--- src/rtl/synapse_range_sequencer.sv ---
// synapse_range_sequencer
//   Sweeps every first-layer neuron and streams the synapse indices each one owns.
//   Neuron n owns the half-open range [offset[n], offset[n+1]); the last neuron
//   ends at TOTAL_SYN. Offsets come from a synchronous-read memory. The address is
//   registered, the memory samples it one edge later, and the data is captured on
//   the edge after that. Each fetched end index is reused as the next start index,
//   so every entry is read exactly once per sweep.
//
// Optional build macro: SEQ_OFFSET_CHECK_EN. When defined, an end index below the
//   start index sets the sticky err flag and ends the sweep. When undefined, such a
//   neuron is treated as empty and err is tied to 0.
//
// Ports
//   clk, rst          clock and synchronous active-high reset
//   start             one-cycle sweep request, ignored while busy
//   mem_addr          offset memory address (registered)
//   offset_data       offset memory read data
//   syn_addr          current synapse index
//   neuron_idx        neuron that owns syn_addr
//   syn_valid         syn_addr/neuron_idx/syn_last are valid
//   syn_ready         downstream accepts the beat
//   syn_last          beat is the final synapse of neuron_idx
//   busy, done, err   sweep active, end-of-sweep pulse, sticky offset error
module synapse_range_sequencer #(
  parameter int unsigned NEURON_NUM = 40,
  parameter int unsigned TOTAL_SYN  = 1020
) (
  input  logic       clk,
  input  logic       rst,
  input  logic       start,
  output logic [5:0] mem_addr,
  input  logic [9:0] offset_data,
  output logic [9:0] syn_addr,
  output logic [5:0] neuron_idx,
  output logic       syn_valid,
  input  logic       syn_ready,
  output logic       syn_last,
  output logic       busy,
  output logic       done,
  output logic       err
);

  localparam logic [5:0] LastN    = 6'(NEURON_NUM - 1);
  localparam logic [9:0] TotalSyn = 10'(TOTAL_SYN);

  typedef enum logic [2:0] {
    StIdle, StIssue, StWait, StCapture, StStream, StFin
  } state_e;

  state_e     state;
  logic [5:0] n_cnt;
  logic       first;      // first fetch of the sweep returns start(0), not an end
  logic [9:0] cap_data;
  logic [9:0] start_idx;
  logic [9:0] end_idx;
  logic       err_flag;

  logic [9:0] end_val;
  logic [5:0] n_next;
  state_e     fetch_state;
  logic [5:0] fetch_addr;
  logic [9:0] addr_inc;
  logic       bad_order;

  always_comb begin
    end_val     = (n_cnt == LastN) ? TotalSyn : cap_data;
    n_next      = n_cnt + 6'd1;
    // The last neuron's end is TOTAL_SYN, so its fetch is skipped entirely.
    fetch_state = (n_next == LastN) ? StCapture : StIssue;
    fetch_addr  = n_next + 6'd1;
    addr_inc    = syn_addr + 10'd1;
`ifdef SEQ_OFFSET_CHECK_EN
    bad_order   = end_val < start_idx;
`else
    bad_order   = 1'b0;
`endif
  end

`ifdef SEQ_OFFSET_CHECK_EN
  assign err = err_flag;
`else
  assign err = 1'b0;
`endif

  always_ff @(posedge clk) begin
    if (rst) begin
      state      <= StIdle;
      n_cnt      <= 6'd0;
      first      <= 1'b0;
      cap_data   <= 10'd0;
      start_idx  <= 10'd0;
      end_idx    <= 10'd0;
      err_flag   <= 1'b0;
      mem_addr   <= 6'd0;
      syn_addr   <= 10'd0;
      neuron_idx <= 6'd0;
      syn_valid  <= 1'b0;
      syn_last   <= 1'b0;
      busy       <= 1'b0;
      done       <= 1'b0;
    end else begin
      unique case (state)
        StIdle: begin
          if (start) begin
            state    <= StIssue;
            mem_addr <= 6'd0;
            n_cnt    <= 6'd0;
            first    <= 1'b1;
            busy     <= 1'b1;
          end
        end
        // Address is stable; the memory samples it on this edge.
        StIssue: state <= StWait;
        StWait: begin
          cap_data <= offset_data;
          state    <= StCapture;
        end
        StCapture: begin
          if (first) begin
            first     <= 1'b0;
            start_idx <= cap_data;
            if (n_cnt == LastN) begin
              state <= StCapture;
            end else begin
              state    <= StIssue;
              mem_addr <= n_next;
            end
          end else if (bad_order) begin
            err_flag <= 1'b1;
            syn_valid <= 1'b0;
            done     <= 1'b1;
            state    <= StFin;
          end else if (end_val > start_idx) begin
            end_idx    <= end_val;
            syn_addr   <= start_idx;
            neuron_idx <= n_cnt;
            syn_valid  <= 1'b1;
            syn_last   <= (start_idx == end_val - 10'd1);
            state      <= StStream;
          end else begin
            // Empty neuron: its end is the next neuron's start.
            start_idx <= end_val;
            if (n_cnt == LastN) begin
              done  <= 1'b1;
              state <= StFin;
            end else begin
              n_cnt    <= n_next;
              mem_addr <= fetch_addr;
              state    <= fetch_state;
            end
          end
        end
        StStream: begin
          if (syn_ready) begin
            if (syn_last) begin
              syn_valid <= 1'b0;
              syn_last  <= 1'b0;
              start_idx <= end_idx;
              if (n_cnt == LastN) begin
                done  <= 1'b1;
                state <= StFin;
              end else begin
                n_cnt    <= n_next;
                mem_addr <= fetch_addr;
                state    <= fetch_state;
              end
            end else begin
              syn_addr <= addr_inc;
              syn_last <= (addr_inc == end_idx - 10'd1);
            end
          end
        end
        StFin: begin
          done  <= 1'b0;
          busy  <= 1'b0;
          state <= StIdle;
        end
        default: state <= StIdle;
      endcase
    end
  end

endmodule

--- config.mk ---
export PLATFORM = sky130hd
export DESIGN_NAME = synapse_range_sequencer
export DESIGN_NICKNAME = d
export VERILOG_FILES = /design/src/rtl/synapse_range_sequencer.sv
export SDC_FILE = /design/constraint.sdc
export NUM_CORES = 1
export LEC_CHECK = 0
export CORE_AREA = 3 3 155 119
export CTS_CLUSTER_DIAMETER = 40
export DETAILED_ROUTE_END_ITERATION = 6
export DIE_AREA = 0 0 158 122
export HOLD_SLACK_MARGIN = 0.02
export PLACE_DENSITY = 0.49
export SETUP_SLACK_MARGIN = 0.15
export SLEW_MARGIN = 20
export SYNTH_ARGS = -nofsm -noshare
export SYNTH_HDL_FRONTEND = slang
export SYNTH_SLANG_ARGS = --single-unit
--- constraint.sdc ---
create_clock -name clk -period 3.9 [get_ports clk]
set_input_delay 0.78 -clock clk [delete_from_list [all_inputs] [get_ports clk]]
set_output_delay 0.78 -clock clk [all_outputs]
set_load 0.005 [all_outputs]
# Word-level counts from Yosys, hierarchy flattened
# Index checks and enable logic that the tools add are counted.
[classes] mul=0 n_div=0 shifts=0 order_cmp=1 n_eq_ne=18 muxes=53 add_sub_neg=5 reduce_logical=17 bitwise=1
[ops] operator="2-to-1 mux 10 bit" n=9
[ops] operator="2-to-1 mux 6 bit" n=12
[ops] operator="one-hot mux 10 bit (2 select lines)" n=2
[ops] operator="one-hot mux 6 bit (3 select lines)" n=2
[ops] operator="equality test 10 bit" n=2
[ops] operator="subtractor 10 x 1 -> 10 bit (second input constant)" n=2
[ops] operator="2-to-1 mux 3 bit" n=6
[ops] operator="one-hot mux 3 bit (5 select lines)" n=1
[ops] operator="AND reduction 5 bit" n=3
[ops] operator="2-to-1 mux 1 bit" n=14
[ops] operator="!= test 2 bit (second input constant)" n=7
[ops] operator="adder 6 x 1 -> 6 bit (second input constant)" n=2
[ops] operator="equality test 6 bit (second input constant)" n=2
[ops] operator="AND reduction 6 bit" n=2
[ops] operator="adder 10 x 1 -> 10 bit (second input constant)" n=1
[ops] operator="> comparator 10 bit" n=1
[ops] operator="one-hot mux 1 bit (2 select lines)" n=4
[ops] operator="AND reduction 4 bit" n=2
[ops] operator="equality test 3 x 2 -> 1 bit (second input constant)" n=2
[ops] operator="equality test 3 bit (second input constant)" n=2
[ops] operator="!= test 3 bit (second input constant)" n=2
[ops] operator="AND reduction 3 bit" n=2
[ops] operator="nonzero test 2 bit" n=3
[ops] operator="nonzero test 3 bit" n=2
[ops] operator="other kinds (6)" n=8
[totals] regBits=66 out_inout_bits=27 input_bits=14 latch_bits=0 word_cells=108 mem_bits_rw=0 romBits=0 n_memories=0

# Depth between registers and ports, before layout
[logic_depth] ltp_word=7 ltp_mapped=15 depth_no_buf=12

# Worst setup path before layout
# No wires, ideal clock.
[synth_path] path_type="flip-flop to flip-flop" start="register n_cnt[1]" end="register n_cnt[3]" slack_ps=720 stages_incl_launch_ff=15 t_arrival_ps=3110 required_time_ps=3830 path_buffers=2 setup_time_ps=70 period_less_slack_ps=3180 cell_sequence="dfxtp_1 ha_1 and3b_1 nand2_1 clkbuf_1 nand2b_1 ha_1 a21o_1 a21o_1 a21oi_1 o211a_2 o311ai_1 buf_2 or3_1 a21oi_1"
[synth_between] elab_chain_len=5 word_cells_on_any_way=12 cone_classes="add/sub (1); order compare (1); eq/ne (2); mux (7); reduce/logical (1)"
[synth_rtl] element="start: declaration" line="51" rtl="logic [5:0] n_cnt;"
[synth_rtl] element="start signal: assignment" line="147" rtl="n_cnt <= n_next;"
[synth_rtl] element="start signal: assignment" line="163" rtl="n_cnt <= n_next;"
[synth_rtl] element="equality test 6 bit" line="66" rtl="end_val = (n_cnt == LastN) ? TotalSyn : cap_data;"
[synth_rtl] element="2-to-1 mux 10 bit" line="66"
[synth_rtl] element="named net end_val[3]" line="58" rtl="logic [9:0] end_val;"
[synth_rtl] element="> comparator 10 bit" line="133" rtl="end else if (end_val > start_idx) begin"
[synth_rtl] element="!= test 2 bit (no source line)"
[synth_rtl] element="AND reduction 6 bit (no source line)"
# The timed path passes the listed nets, and every way through them passes these cells. The select of a mux whose other input is x is not followed.
# A chain may end at the register's enable or synchronous reset.

# Worst setup path after layout
[layout_path] start="register n_cnt[1]" end="register syn_last"
[layout_between] elab_chain_len=7 word_cells_on_any_way=10 cone_classes="add/sub (1); order compare (1); eq/ne (3); mux (4); reduce/logical (1)"
[layout_rtl] element="equality test 6 bit (*)" line="66"
[layout_rtl] element="2-to-1 mux 10 bit (*)" line="66"
[layout_rtl] element="subtractor 10 x 1 -> 10 bit" line="138" rtl="syn_last <= (start_idx == end_val - 10'd1);"
[layout_rtl] element="equality test 10 bit" line="138"
[layout_rtl] element="2-to-1 mux 1 bit" line="133"
[layout_rtl] element="2-to-1 mux 1 bit" line="119" rtl="if (first) begin"
[layout_rtl] element="one-hot mux 1 bit (2 select lines)" line="102" rtl="unique case (state)"
[layout_rtl] element="end signal: assignment" line="138"
[layout_rtl] element="end signal: assignment" line="169" rtl="syn_last <= (addr_inc == end_idx - 10'd1);"
[layout_rtl] element="end: declaration" line="37" rtl="output logic syn_last,"
# Every way passes the cells marked *; elsewhere a longest branch is shown, timed or not. The select of a mux whose other input is x is not followed.

==> impl_metrics.toml <==
[global_routing]
grt_pass1_wl_mm = 21.4
antenna_found_initial = 0
grt_pass1_vias = 3687
grt_max_degree = 37
grt_usage = 0.142
grt-ovfl-total = 0

[logic_synthesis]
synth_cells = 544
synth_flop_cell = "dfxtp_1"
syn_avg_cell_area_sq_um = 7.81
synth_seq_cells = 66
synth_cell_types = 64
yosysSeqAreaShare = 0.311
async_flop_share = 0
yosys_warnings = 0
synth_area_sq_mm = 0.00425
synth_edf_count = 0
postSynthNetCount = 573

[finish]
layout_commonest_cell = "dfxtp_1"
fill_cells = 1788
syn2layout_area_growth_pct = 20.9
diodes = 0
nets = 602
final_cell_mix = "66 x dfxtp_1, 65 x nor2_1, 56 x a21oi_1"
final_util = 0.304
drive_gt1_frac = 0.0934

[place]
globalplace.congestion = 0.870
place_hpwl_mm = 9.91
port-buffer-count = 39

[worst_setup_path]
cp.required_ps = 4180
path_class = "reg2reg"
cp_max_fo = 6
r2r_cells = 13
worstPathArrival_ps = 3860
cp-end-kind = "register"
startpoint_type = "register"

[cts]
cts_buffers = 9
cts_tree = "yes"
clock_latency_ps = 330
path_clk_slew_ps = 60
clock_path_buffers = 2
cts_num_sinks = 66
cts_resized = 0
htreeDepth = 3
clock-root-buffer = "clkbuf_16"

[floorplanning]
die_width_microns = 158
initial_core_util = 0.252
die_area_sq_mm = 0.0193
core_area_sq_mm = 0.0169
placementRows = 41
die_h_microns = 122
ios = 41

[run_status]
status = "complete, no violations"

[drt]
vias = 3993
viasPerCell = 5.04
drc = 0
drt_iter0_drc = 331
wl_per_cell_microns = 16.9
dr.pass1.iters = 6
totalWireLength_mm = 13.4
ant_nets = 0

[power]
power.internal_mw = 1.44
leakagePower_nw = 1.83
swShare = 0.255
power_frac_comb = 0.144
power.share.clock = 0.482
switching_power_mw = 0.493
ir_drop_mv = 0.167
seqPwrFrac = 0.374
power_density_mw_per_mm2 = 376

[timing]
hold_violations = 0
relSlewSlack = 0.456
fin_setup_tns_ps = 0
rsz0062_at_grt = "true"
min_period_over_period = 0.920
clock.fmax_mhz = 279
setup-violations-final = 0
finalCriticalPeriod_ps = 3590
clock_skew_ps = 3.01
drv_slew = 0
tightest_slew_ps = 809

[worst_hold_path]
hold_path_depth = 2
hp-class = "reg2reg"

[flow_run]
drv_cap = 0
critical path, stage by stage (launching register included):
cell and delay, ps:
dfxtp_1 430, ha_1 290, and3b_1 300, nand2_1 110, buf_4 190, nand2_1 90
ha_1 310, nor3b_1 270, xor2_1 160, nor2_1 70, xnor2_1 180, nand4_1 160
nor4_1 740, o31a_1 220
cell usage after synthesis (all sizes together) (2+ instances only):
| cell type | instances | share of area |
|---|---|---|
| clkbuf | 16 | 0.016 |
| a221oi | 3 | 0.0062 |
| dfxtp | 66 | 0.31 |
| a31oi | 3 | 0.0044 |
| and3b | 3 | 0.0062 |
| mux2i | 17 | 0.040 |
| or4 | 3 | 0.0062 |
| nor2b | 4 | 0.0059 |
| nor2 | 67 | 0.060 |
| o22ai | 12 | 0.018 |
| or3 | 4 | 0.0059 |
| ha | 15 | 0.044 |
| nand2 | 52 | 0.047 |
| inv | 17 | 0.015 |
| o221a | 2 | 0.0053 |
| nand3 | 25 | 0.029 |
| a21oi | 56 | 0.066 |
| buf | 16 | 0.023 |
| a21o | 3 | 0.0053 |
| nor3 | 19 | 0.022 |
| a211oi | 4 | 0.0071 |
| xor2 | 17 | 0.035 |
| and3 | 7 | 0.010 |
| nor3b | 3 | 0.0065 |
| and2 | 4 | 0.0059 |
| nand2b | 11 | 0.016 |
| nand3b | 2 | 0.0035 |
| a2bb2oi | 2 | 0.0041 |
| o21ai | 18 | 0.023 |
| xnor2 | 27 | 0.056 |
| nand4 | 7 | 0.010 |
| nor4 | 8 | 0.019 |
| o211ai | 2 | 0.0035 |
| or2 | 10 | 0.015 |
power by group through the flow:
stage               combinational [mW]  sequential (mW)  clock (mW)
floorplan                        0.219            0.716           0
global placement                 0.271            0.736           0
detailed placement               0.273            0.737           0
CTS                              0.274            0.722       0.955
global route                     0.310            0.725       0.982
finish                           0.278            0.722       0.931
state kept, by name, summed over array words and instances, names as in the netlist:
| register | flops |
|---|---|
| busy | 1 |
| syn_valid | 1 |
| state | 3 |
| n_cnt | 6 |
| done | 1 |
| syn_last | 1 |
| syn_addr | 10 |
| cap_data | 10 |
| neuron_idx | 6 |
| mem_addr | 6 |
| end_idx | 10 |
| start_idx | 10 |
| first | 1 |
layout make-up:
| cell class | instances | area, sq um | area share |
|---|---|---|---|
| well taps | 215 | 269 | 0.0524 |
| clock inverters | 5 | 103 | 0.0200 |
| flip-flops and latches | 66 | 1320 | 0.257 |
| clock buffers | 11 | 233 | 0.0453 |
| inverters | 17 | 63.8 | 0.0124 |
| multi-input cells | 428 | 2670 | 0.520 |
| repair buffers | 51 | 475 | 0.0926 |
cells by family after synthesis:
group | after synthesis | share of synthesized area
DFF | 66 | 0.311
muxes | 17 | 0.0401
xor gates and xnor gates | 45 | 0.0960
adders and majority gates | 15 | 0.0442
other | 1 | 0.000883
and+or+nand+nor | 232 | 0.276
buffers and inverters | 50 | 0.0621
AOI/OAI and AO/OA | 118 | 0.169
what timing repair did:
action / 4_1_cts / 5_1_grt
hold buffers: 0 / 0
endpoints found under the setup margin: 0 / 3
setup buffers: 0 / 0
path summary, 6_finish.rpt:
kind / start / end / slack, ps
worst max-delay path: n_cnt[1]$_SDFFE_PP0P_ / syn_last$_SDFFE_PP0P_ / 310
worst max register to register: n_cnt[1]$_SDFFE_PP0P_ / syn_last$_SDFFE_PP0P_ / 310
worst min-delay path: neuron_idx[5]$_SDFFE_PP0P_ / neuron_idx[5]$_SDFFE_PP0P_ / 460
worst min register to register: neuron_idx[5]$_SDFFE_PP0P_ / neuron_idx[5]$_SDFFE_PP0P_ / 460
through the flow:
step,cells,hold slack (ps),instance area [sq um],setup slack [ps],power [mW]
2_1_floorplan,544,445,4250,720,0.935
4_1_cts,793,460,5130,193,1.95
3_3_place_gp,777,449,4790,426,1.01
6_report,793,457,5130,313,1.93
5_1_grt,793,480,5130,96.2,2.02
3_5_place_dp,777,452,4790,213,1.01
layer usage:
metal | track usage | up-vias | share of wire
met2 | 0.182 | 111 | 0.38
met5 | 0 | - | 0
met3 | 0.0273 | 5 | 0.046
li1 | - | 1962 | -
met4 | 0.0269 | 0 | 0.0057
met1 | 0.237 | 1915 | 0.57
Power figures use the tool's default switching activity.
